<file path="src/rtl/serial_twos_complementer_if.sv">
// Bus bundle for the serial two's complementer.
//   start    requester -> converter  request to convert din
//   din      requester -> converter  two's-complement operand, taken when start is accepted
//   busy     converter -> requester  conversion in progress, start ignored while high
//   done     converter -> requester  one-cycle pulse, dout/overflow freshly valid
//   dout     converter -> requester  -din mod 2^WIDTH, held until the next completion
//   overflow converter -> requester  operand was the most-negative value
`timescale 1ns / 1ps

interface serial_twos_complementer_if #(
  parameter int unsigned WIDTH = 8
);
  logic             start;
  logic [WIDTH-1:0] din;
  logic             busy;
  logic             done;
  logic [WIDTH-1:0] dout;
  logic             overflow;

  // Requester side (drives the request, observes the result).
  modport master (
    output start,
    output din,
    input  busy,
    input  done,
    input  dout,
    input  overflow
  );

  // Converter side.
  modport slave (
    input  start,
    input  din,
    output busy,
    output done,
    output dout,
    output overflow
  );
endinterface

</file>
<file path="src/rtl/serial_twos_complementer.sv">
// Bit-serial two's-complement negator.
// A start in idle loads din; the operand is then streamed LSB first through a single
// full-adder slice computing ~bit + carry (carry seeded with 1), so after WIDTH cycles the
// result register holds ~din + 1 = -din mod 2^WIDTH. A one-cycle done pulse follows, after
// which the unit returns to idle. dout/overflow are registered and only change on completion.
// Ports:
//   clk    single clock, rising edge
//   rst_n  asynchronous active-low reset, aborts any conversion in flight
//   bus    serial_twos_complementer_if slave modport (start/din in, busy/done/dout/overflow out)
`timescale 1ns / 1ps

module serial_twos_complementer #(
  parameter int unsigned WIDTH = 8
) (
  input  logic                          clk,
  input  logic                          rst_n,
  serial_twos_complementer_if.slave     bus
);

  // Counter must also hold WIDTH itself (value after the final shift increment).
  localparam int unsigned CntW = $clog2(WIDTH + 1);
  localparam logic [WIDTH-1:0] MostNeg = {1'b1, {(WIDTH - 1){1'b0}}};
  localparam logic [CntW-1:0] LastCnt = CntW'(WIDTH - 1);

  if (WIDTH < 2 || WIDTH > 32) begin : g_width_check
    $error("serial_twos_complementer: WIDTH must be in 2..32");
  end

  typedef enum logic [1:0] {
    StIdle,
    StShift,
    StDone
  } state_e;

  state_e           state_q, state_d;
  logic [WIDTH-1:0] operand_q, operand_d;
  logic [WIDTH-1:0] result_q, result_d;
  logic [WIDTH-1:0] dout_q, dout_d;
  logic             carry_q, carry_d;
  logic             ovf_pend_q, ovf_pend_d;
  logic             overflow_q, overflow_d;
  logic [CntW-1:0]  cnt_q, cnt_d;

  // One full-adder slice: A = inverted operand bit, B tied low, Cin = running carry.
  logic             slice_a;
  logic             slice_b;
  logic             slice_sum;
  logic             slice_cout;
  logic [WIDTH-1:0] result_shifted;
  logic             last_bit;

  assign slice_a    = ~operand_q[0];
  assign slice_b    = 1'b0;
  assign slice_sum  = slice_a ^ slice_b ^ carry_q;
  assign slice_cout = (slice_a & slice_b) | (slice_a & carry_q) | (slice_b & carry_q);

  // Sum enters at the MSB so the first (LSB) sum bit lands in bit 0 after WIDTH shifts.
  assign result_shifted = {slice_sum, result_q[WIDTH-1:1]};
  assign last_bit       = (cnt_q == LastCnt);

  always_comb begin
    state_d    = state_q;
    operand_d  = operand_q;
    result_d   = result_q;
    dout_d     = dout_q;
    carry_d    = carry_q;
    ovf_pend_d = ovf_pend_q;
    overflow_d = overflow_q;
    cnt_d      = cnt_q;

    unique case (state_q)
      StIdle: begin
        if (bus.start) begin
          operand_d  = bus.din;
          result_d   = '0;
          carry_d    = 1'b1;
          cnt_d      = '0;
          ovf_pend_d = (bus.din == MostNeg);
          state_d    = StShift;
        end
      end

      StShift: begin
        operand_d = {1'b0, operand_q[WIDTH-1:1]};
        result_d  = result_shifted;
        // Carry out of the MSB slice is simply dropped on the last step.
        carry_d   = slice_cout;
        cnt_d     = cnt_q + CntW'(1);
        if (last_bit) begin
          dout_d     = result_shifted;
          overflow_d = ovf_pend_q;
          state_d    = StDone;
        end
      end

      StDone: begin
        state_d = StIdle;
      end

      default: begin
        state_d = StIdle;
      end
    endcase
  end

  always_ff @(posedge clk or negedge rst_n) begin
    if (!rst_n) begin
      state_q    <= StIdle;
      operand_q  <= '0;
      result_q   <= '0;
      dout_q     <= '0;
      carry_q    <= 1'b0;
      ovf_pend_q <= 1'b0;
      overflow_q <= 1'b0;
      cnt_q      <= '0;
    end else begin
      state_q    <= state_d;
      operand_q  <= operand_d;
      result_q   <= result_d;
      dout_q     <= dout_d;
      carry_q    <= carry_d;
      ovf_pend_q <= ovf_pend_d;
      overflow_q <= overflow_d;
      cnt_q      <= cnt_d;
    end
  end

  assign bus.busy     = (state_q != StIdle);
  assign bus.done     = (state_q == StDone);
  assign bus.dout     = dout_q;
  assign bus.overflow = overflow_q;

`ifndef SYNTHESIS
  done_single_cycle: assert property (@(posedge clk) disable iff (!rst_n)
    bus.done |=> !bus.done);
  done_implies_busy: assert property (@(posedge clk) disable iff (!rst_n)
    bus.done |-> bus.busy);
`endif

endmodule

</file>
<file path="src/flat_wrapper.sv">
// flat-port wrapper written by rule: the top's interface ports become plain ports
module serial_twos_complementer_flat 
#(
  parameter int unsigned WIDTH = 8
)
  (clk, rst_n, bus_start, bus_din, bus_busy, bus_done, bus_dout, bus_overflow);
  serial_twos_complementer_if #(.WIDTH(WIDTH)) bus_i ();
  input  logic clk;
  input  logic rst_n;
  input wire logic [$bits(bus_i.start)-1:0] bus_start;
  input wire logic [$bits(bus_i.din)-1:0] bus_din;
  output wire logic [$bits(bus_i.busy)-1:0] bus_busy;
  output wire logic [$bits(bus_i.done)-1:0] bus_done;
  output wire logic [$bits(bus_i.dout)-1:0] bus_dout;
  output wire logic [$bits(bus_i.overflow)-1:0] bus_overflow;
  assign bus_i.start = bus_start;
  assign bus_i.din = bus_din;
  assign bus_busy = bus_i.busy;
  assign bus_done = bus_i.done;
  assign bus_dout = bus_i.dout;
  assign bus_overflow = bus_i.overflow;
  serial_twos_complementer #(.WIDTH(WIDTH)) u_core (.clk(clk), .rst_n(rst_n), .bus(bus_i));
endmodule
</file>
<file path="config.mk">
export PLATFORM = sky130hd
export DESIGN_NAME = serial_twos_complementer_flat
export DESIGN_NICKNAME = d
export VERILOG_FILES = /design/src/rtl/serial_twos_complementer_if.sv /design/src/rtl/serial_twos_complementer.sv /design/src/flat_wrapper.sv
export SDC_FILE = /design/constraint.sdc
export NUM_CORES = 1
export LEC_CHECK = 0
export CAP_MARGIN = 0
export CORE_ASPECT_RATIO = 0.7
export CORE_MARGIN = 4
export CORE_UTILIZATION = 65
export CTS_BUF_LIST = sky130_fd_sc_hd__clkbuf_4 sky130_fd_sc_hd__clkbuf_8
export DETAILED_ROUTE_END_ITERATION = 16
export DONT_BUFFER_PORTS = 1
export GPL_TIMING_DRIVEN = 0
export PLACE_DENSITY = 0.81
export SLEW_MARGIN = 20
export SYNTH_ARGS = -nofsm -noshare
export SYNTH_HDL_FRONTEND = slang
export SYNTH_SLANG_ARGS = --single-unit
export TNS_END_PERCENT = 20
</file>
<file path="constraint.sdc">
create_clock -name clk -period 3.8 [get_ports clk]
set_input_delay 0.76 -clock clk [delete_from_list [all_inputs] [get_ports clk]]
set_output_delay 0.76 -clock clk [all_outputs]
set_load 0.01 [all_outputs]
</file>
# Word level (Yosys, flattened, before mapping)
# Cells that the tools add are included.
# word_totals
out_inout_bits	11
register_bits	33
elab_cells	36
in_bits	11
# op_classes
muxes	11
eq_ne	6
add_sub_neg	1
bitwise_logic	3
n_reduce_logical	7
# ops
op	n
8-bit case mux with 2 select lines	2
8-bit two-way mux	2
8-bit equality test, second input constant	1
4-bit case mux with 2 select lines	1
2-bit AND reduction	4
4-bit by 1-bit adder with 4-bit output, second input constant	1
4-bit by 3-bit equality test with 1-bit output, second input constant	1
2-bit two-way mux	2
4-bit two-way mux	1
2-bit case mux with 2 select lines	1
2-bit nonzero test	2
2-bit by 1-bit equality test with 1-bit output, second input constant	1
2-bit equality test, second input constant	1
2-bit zero test	1
2-bit by 1-bit inequality test with 1-bit output, second input constant	1
2-bit inequality test, second input constant	1
1-bit case mux with 2 select lines	1
1-bit bitwise AND	1
1-bit two-way mux	1
1-bit inverter	1
1-bit bitwise XOR	1

# Depth between registers and ports, before layout
# Gate-level depths: netlist of the first run.
# logic_depth
ltp_word	3
depth_mapped	5
ltp_nobuf	4

# Worst setup path before layout of the first run
# No wires, ideal clock.
# synth_timing
path_type	register to output
from	reg u_core.state_q[0]
to	out bus_busy
n_path_buf	2
stages_incl_launch_ff	4
setup_slack_ps	1986
t_arrival_ps	1054
required_time_ps	3040
path_cell_list	dfrtp_1 > buf_2 > clkbuf_1 > or2_2
# synth_via
elab_chain_len	1
# synth_rtl
element	line	text
from (decl)	serial_twos_complementer.sv:35	state_e state_q, state_d;
from (signal assigned)	serial_twos_complementer.sv:108	state_q <= StIdle;
from (signal assigned)	serial_twos_complementer.sv:117	state_q <= state_d;
2-bit nonzero test	serial_twos_complementer.sv:128	assign bus.busy = (state_q != StIdle);
to (decl)	flat_wrapper.sv:12	output wire logic [$bits(bus_i.busy)-1:0] bus_busy;
# No other way between the ends.

# Final worst setup path of the first run
# Same ends and word-level chain as after synthesis.

==> flow_summary.ini, run 1 <==
[synthesis]
ys.flop_type = dfrtp_1
async_flop_share_pct = 100
syn_nets = 124
synth_top_area_share_pct = 59.1
synth_warnings = 0
ys_types = 29
netlist_instances = 111
synth_area_per_cell_um2 = 12.2
synth_area_leaders = dfrtp_1, mux2_2, a22o_1, o21ai_0, a22oi_1
yosysSeqAreaShare_pct = 59.1
ys_seq_elements = 32
synth_edf_count = 0
synth_top_area_cell = dfrtp_1
syn_area_um2 = 1350

[pwr]
p_sw_w = 0.000394
intPower_w = 0.000797
power_frac_comb_pct = 27.8
powerDensity_nw_per_um2 = 815
seqPwrFrac_pct = 50.5
vdd_drop_max_mv = 0.415
clkPwrFrac_pct = 21.7
p_leak_nw = 0.647
p_total_w = 0.00119
sw_frac_of_total_pct = 33.1

[setup_path]
crit_fanout = 10
crit_path_end_kind = output pin
start_kind = flop
slowest_delay_ps = 410
crit_required_ps = 3040
cp_slowest_cell = clkbuf_1
crit_type = flop to output pin
path_cells = buf_2 > clkbuf_1 > or2_2
arrival_ps = 1600

[route]
antenna_left = 0
drc_errors = 0
post_drt_wl_per_cell_um = 17.9
dr.pass1.iters = 4
drt-initial-drc-count = 108
vias = 917
vias_per_cell = 6.50
wirelength_um = 2520

[floorplan]
die_h_um = 46.2
rows = 13
die_w_um = 62.5
pin_count = 22
start_util_pct = 70.5
core_um2 = 1920
die_area_um2 = 2890

[global_route]
grt_pass1_wl_um = 4220
grt_overflow = 0
grt_max_degree = 33
antenna_found_initial = 0
grt_pass1_vias = 866
grtUsageTotal_pct = 19.8

[timing]
rsz0062_at_grt = no
period_needed_ps = 2360
drv_slew = 0
setup_ws_ps = 1440
setup_tns_ps = 0
finClkSkew_ps = 7.80
worst_pin_slew_ps = 497
setup_viol = 0
fmax_mhz = 425
hold_viol_final = 0
slew_headroom_pct = 66.8
period_share_pct = 62.0

[placement]
dp_hpwl_um = 1740
numPortBuffers = 0
gp_congestion = 0.805
place_ws_ps = 1840

[clock_tree]
cts.clk_slew.worst_paths_ps = 100
cts.sinks = 32
clock-root-buffer = clkbuf_4
insertion_delay_ps = 330
cts_inserted_buffers = 5
ctsLongestPathBuffers = 2
cts_htree_levels = 2
post_cts_buffers = 0
hold_buffers = 0
ctsResizeCount = 0
tritoncts = done

[final_layout]
layout_common_cells = dfrtp_1, nand2_1, a22o_1, o21ai_0, mux2_2
fillerInstances = 126
nets = 131
antennaDiodeCount = 0
layout-drive-gt1-share_pct = 20.2
final_common_cell = dfrtp_1
area_growth_pct = 7.95
post-route-util_pct = 76.1

[outcome]
status = completed

[run]
maxCapViolCount = 0

[min_path]
hold_class = primary input to async pin
-- sequential cells by signal, indices dropped and copies added, names as in the netlist --
signal               count
u_core.operand_q         8
u_core.carry_q           1
u_core.ovf_pend_q        1
u_core.bus.overflow      1
u_core.cnt_q             4
u_core.result_q          7
u_core.bus.dout          8
u_core.state_q           2
-- synthesized netlist by cell type, types with 2 or more instances --
cell type,n
a22o_1,9
buf_2,3
nor2b_1,2
mux2_2,9
nand3_1,2
inv_1,3
clkbuf_1,2
a22oi_1,6
nor2_1,4
a31oi_1,2
a21oi_1,2
o21ai_0,9
dfrtp_1,32
nand2_1,10
ha_1,2
-- metrics by stage --
| stage | hold WS [ps] | cells | instance area (um2) |
|---|---|---|---|
| global route | 79.7 | 141 | 1460 |
| global placement | 462 | 133 | 1380 |
| floorplan | 450 | 111 | 1350 |
| CTS | 102 | 141 | 1460 |
| detailed placement | 465 | 133 | 1380 |
| finish | 112 | 141 | 1460 |
-- worst paths after layout --
path | start | end | slack (ps) | depth (start not counted)
max reg2reg | u_core.cnt_q[0] | u_core.bus.dout[1] | 2110 | 4
min | rst_n | u_core.operand_q[3] | 110 | 0
min in group clk | u_core.operand_q[2] | u_core.operand_q[2] | 500 | 2
max | u_core.state_q[0] | bus_busy | 1440 | 3
min reg2reg | u_core.operand_q[2] | u_core.operand_q[2] | 500 | 2
max in group asynchronous | rst_n | u_core.cnt_q[0] | 3610 | 0
-- layer usage --
metal	routed length [um]	up-vias	part of all wire, %	GRT usage [%]
met5	0	-	0	0
met3	243	2	9.6	9.76
li1	-	423	-	-
met2	1080	40	43	27.8
met4	8	0	0.32	3.95
met1	1190	452	47	27.9
-- power by group through the flow --
stage	clock network [W]	registers (W)	logic (W)
after floorplan	0	0.000576	0.000274
after global placement	0	0.000599	0.000312
after detailed placement	0	0.000606	0.000334
after CTS	0.000262	0.000601	0.000334
after global routing	0.000282	0.000618	0.000367
final	0.000258	0.000602	0.000331
-- final cells by class --
type / count / area, um2 / area share [%]
clock buffers: 6 / 45.0 / 3.08
multi-input cells: 71 / 519 / 35.5
plain buffers: 5 / 22.5 / 1.54
clock inverters: 2 / 35.0 / 2.40
flip-flops and latches: 32 / 801 / 54.8
inverters: 3 / 11.3 / 0.771
well taps: 22 / 27.5 / 1.88
-- critical path, delay by kind of cell (launching register included) --
| family | cells | cell delay [ps] |
|---|---|---|
| buffers and inverters | 2 | 640 |
| flip-flops | 1 | 400 |
| AND/OR/NAND/NOR | 1 | 230 |
-- logic make-up (layout without fill, tap and decap cells) --
family | Yosys count | in the layout | share of synthesized area, %
compound gates | 32 | 32 | 16.7
flops | 32 | 32 | 59.1
mux | 10 | 10 | 8.23
fa+ha+maj | 2 | 2 | 1.85
buf+inv | 8 | 16 | 2.50
simple gates | 27 | 27 | 11.6
Note: power is estimated with default switching activity, not from simulation.
==> inputs of run 2 (changes only) <==
Settings changed: CORE_UTILIZATION 65 to 58, PLACE_DENSITY 0.81 to 0.76.
Clock period 3.8 ns to 1.9 ns, I/O delays scaled along.
==> flow_summary.ini, run 2 (same netlist as run 1, synthesis figures left out) <==
[outcome]
status = completed

[floorplan]
start_util_pct = 61.8
core_um2 = 2190
die_area_um2 = 3180
pin_count = 22
die_h_um = 48.4
rows = 14
die_w_um = 65.7

[global_route]
grtUsageTotal_pct = 18.5
grt_max_degree = 33
antenna_found_initial = 0
grt_pass1_vias = 891
grt_pass1_wl_um = 4370
grt_overflow = 0

[setup_path]
critPathTopFamily = flip-flops
r2r_end = u_core.bus.dout[2]
r2r-start = u_core.cnt_q[0]
arrival_ps = 1410
r2r_cells = 4
crit_path_end_kind = output pin
crit_type = flop to output pin
cp_slowest_cell = dfrtp_1
critPathBufInv = 1
crit_required_ps = 1520
start_kind = flop
slowest_delay_ps = 460
crit_fanout = 10
r2r_slack_ps = 240
path_cells = clkbuf_1 > or2_2

[final_layout]
final_common_cell = dfrtp_1
layout-drive-gt1-share_pct = 20.8
layout_common_cells = dfrtp_1, nand2_1, a22o_1, o21ai_0, mux2_2
area_growth_pct = 9.43
fillerInstances = 168
fin_area_um2 = 1480
antennaDiodeCount = 0
nets = 132

[route]
vias = 901
vias_per_cell = 5.93
drt-initial-drc-count = 49
wirelength_um = 2570
antenna_left = 0
dr.pass1.iters = 4
post_drt_wl_per_cell_um = 16.9
drc_errors = 0

[clock_tree]
cts_htree_levels = 2
cts.sinks = 32
cts.clk_slew.worst_paths_ps = 90
tritoncts = done
ctsResizeCount = 0
clock-root-buffer = clkbuf_4
ctsLongestPathBuffers = 2
cts_inserted_buffers = 5
post_cts_buffers = 0
insertion_delay_ps = 340

[pwr]
vdd_drop_max_mv = 0.707
p_leak_nw = 0.652
powerDensity_nw_per_um2 = 1540

[min_path]
hold_end = u_core.operand_q[3]
whs_path_depth = 2
min_from = bus_din[3]
hold_class = primary input to flop

[placement]
postPlaceCellArea_um2 = 1390
dp_hpwl_um = 1880
gp_congestion = 0.775
numPortBuffers = 0

[timing]
fmax_mhz = 557
hold_viol_final = 0
finClkSkew_ps = 9.07
slew_headroom_pct = 68.0
period_needed_ps = 1790
rsz0062_at_grt = no
timing.hold.ws_ps = 254
worst_pin_slew_ps = 479
setup_viol = 0
setup_tns_ps = 0
period_share_pct = 94.4
drv_slew = 0

[run]
maxCapViolCount = 0
run 2: how the worst max path moves through the flow:
stage                      startpoint            endpoint  slack [ps]  cells after the start
floorplan             u_core.cnt_q[0]  u_core.bus.dout[0]         450                      4
global route        u_core.state_q[1]            bus_busy          30                      2
finish              u_core.state_q[1]            bus_busy         110                      2
CTS                 u_core.state_q[1]            bus_busy          90                      2
global placement      u_core.cnt_q[0]  u_core.bus.dout[5]         280                      4
detailed placement    u_core.cnt_q[0]  u_core.bus.dout[2]         240                      4
run 2: layout make-up:
class	instances	area, um2	area share, %
plain buffers	4	18.8	1.27
flip-flops and latches	32	801	54.1
well taps	32	40.0	2.70
clock inverters	2	10.0	0.676
repair buffers	2	30.0	2.03
multi-input cells	71	519	35.1
inverters	3	11.3	0.760
clock buffers	6	51.3	3.46
run 2: layer usage:
layer  GRT usage (%)  wire length, um  up-vias
met5               0                0        -
met4            8.28               57        0
met3            6.48              108        8
met2            25.8             1190       16
met1            26.0             1220      458
li1                -                -      419
run 2: per-stage QoR:
stage	utilization [%]	total power (W)	std cells	worst slack [ps]
after floorplan	-	0.00170	111	450
after global placement	63.7	0.00183	143	283
after detailed placement	63.7	0.00189	143	238
after CTS	67.7	0.00230	152	91.8
after global routing	67.7	0.00244	152	30.7
final	67.7	0.00229	152	106
run 2: where the power goes:
part           switching (W)  internal [W]  total [W]  leakage (nW)
combinational       0.000324      0.000356   0.000680         0.208
clock               0.000225      0.000176   0.000401        0.0380
sequential          0.000255      0.000952    0.00121         0.407
run 2: repair_timing:
action	4_1_cts	5_1_grt
setup endpoints to repair	1	0
hold buffers	2	0
hold endpoints to repair	32	0
run 2: worst reg2reg max path, cell delays in order (launching register included):
cell	delay, ps
dfrtp_1	440
ha_1	210
nand2_1	110
nor3_4	400
mux2_2	400
==> inputs of run 3 (changes only) <==
Settings changed: PLACE_DENSITY 0.76 to 0.73.
==> flow_summary.ini, run 3 (same netlist as run 1, synthesis figures left out) <==
[setup_path]
crit_required_ps = 1520
arrival_ps = 1420
crit_type = flop to output pin
crit_fanout = 10
crit_path_end_kind = output pin
cp_slowest_cell = dfrtp_1
slowest_delay_ps = 470
path_cells = clkbuf_1 > or2_2
r2r_slack_ps = 230
r2r_cells = 4
r2r_end = u_core.bus.dout[1]
start_kind = flop
r2r-start = u_core.cnt_q[0]

[placement]
postPlaceCellArea_um2 = 1390
numPortBuffers = 0
place_ws_ps = 230
dp_hpwl_um = 1780
gp_congestion = 0.781
dp_cells = 143

[route]
post_drt_wl_per_cell_um = 17.4
wl_met2_um = 1260
top_layer = met4
wirelength_um = 2630
vias_per_cell = 6.00
dr.pass1.iters = 4
met1_length_um = 1200
met3WireLength_um = 164
drt-initial-drc-count = 79
drc_errors = 0
antenna_left = 0
vias = 906

[global_route]
grt_max_degree = 33
grt_pass1_wl_um = 4770
grt_pass1_vias = 969
grtUsageTotal_pct = 19.6
grt_overflow = 0
antenna_found_initial = 0

[outcome]
status = completed

[min_path]
min_from = bus_din[3]
whs_path_depth = 2
hold_class = primary input to flop
hold_end = u_core.operand_q[3]

[final_layout]
seq_area_um2 = 801
fin_area_um2 = 1470
area_growth_pct = 8.60
multi_input_area_um2 = 519
fillerInstances = 175
antennaDiodeCount = 0
layout_common_cells = dfrtp_1, nand2_1, a22o_1, o21ai_0, mux2_2
nets = 132
final_common_cell = dfrtp_1
layout-drive-gt1-share_pct = 20.2
final_cells = 151

[clock_tree]
tritoncts = done
clock-root-buffer = clkbuf_4
post_cts_buffers = 0
ctsLongestPathBuffers = 2
cts_inserted_buffers = 5
insertion_delay_ps = 320
cts.clk_slew.worst_paths_ps = 90
cts.sinks = 32
cts_htree_levels = 2

[timing]
slew_headroom_pct = 66.5
worst_pin_slew_ps = 500
period_share_pct = 94.7
period_needed_ps = 1800
setup_viol = 0
finClkSkew_ps = 5.16
rsz0062_at_grt = no
hold_viol_final = 0
setup_tns_ps = 0
setup_ws_ps = 100
drv_slew = 0
fmax_mhz = 556

[floorplan]
die_w_um = 65.7
pin_count = 22
start_util_pct = 61.8
die_h_um = 48.4
core_um2 = 2190
die_area_um2 = 3180
rows = 14

[pwr]
powerDensity_nw_per_um2 = 1530
p_total_w = 0.00225
vdd_drop_max_mv = 0.813
p_leak_nw = 0.646

[run]
maxCapViolCount = 0
run 3: changes by cell type in the layout (fill, tap and decap cells not counted):
cell,delta
clkbuf_4,+1
clkinv_2,-1
clkbuf_8,-1
run 3: stage by stage:
stage / hold WS [ps] / util [%]
after floorplan: 84.4 / -
after global placement: 85.2 / 63.7
after detailed placement: 85.3 / 63.7
after CTS: 256 / 67.1
after global routing: 256 / 67.1
final: 261 / 67.1
run 3: what timing repair did:
action | in CTS | in global routing
endpoints found under the hold margin | 32 | 0
endpoints found under the setup margin | 1 | 0
gates resized for setup | 0 | 0
hold buffers | 2 | 0
run 3: worst max-delay path by stage:
stage	startpoint	slack (ps)	end
detailed placement	u_core.cnt_q[0]	230	u_core.bus.dout[1]
finish	u_core.state_q[1]	100	bus_busy
global route	u_core.state_q[1]	20	bus_busy
global placement	u_core.cnt_q[0]	290	u_core.bus.dout[4]
CTS	u_core.state_q[1]	110	bus_busy
floorplan	u_core.cnt_q[0]	450	u_core.bus.dout[0]
run 3: critical path, delay by kind of cell (launching register included):
family / cells / cell delay, ps
flip-flops: 1 / 470
AND/OR/NAND/NOR: 1 / 380
buffers and inverters: 1 / 250
run 3: cell type report:
class	instances	share of cell area (%)
sequential	32	54.5
buffer	4	1.28
clock buffer	6	3.06
clock inverter	1	0.340
timing repair buffer	2	2.04
inverter	3	0.766
multi-input combinational	71	35.3
tap	32	2.72
run 3: power by group:
group          internal (W)  leakage, nW  total (W)  switching, W
combinational      0.000357        0.208   0.000680      0.000323
clock              0.000150       0.0315   0.000363      0.000213
sequential         0.000952        0.407    0.00120      0.000250
run 3: routing by layer:
metal | vias to the layer above | track usage [%]
met5 | - | 0
li1 | 420 | -
met3 | 2 | 6.94
met2 | 22 | 28.6
met1 | 462 | 27.5
met4 | 0 | 6.21
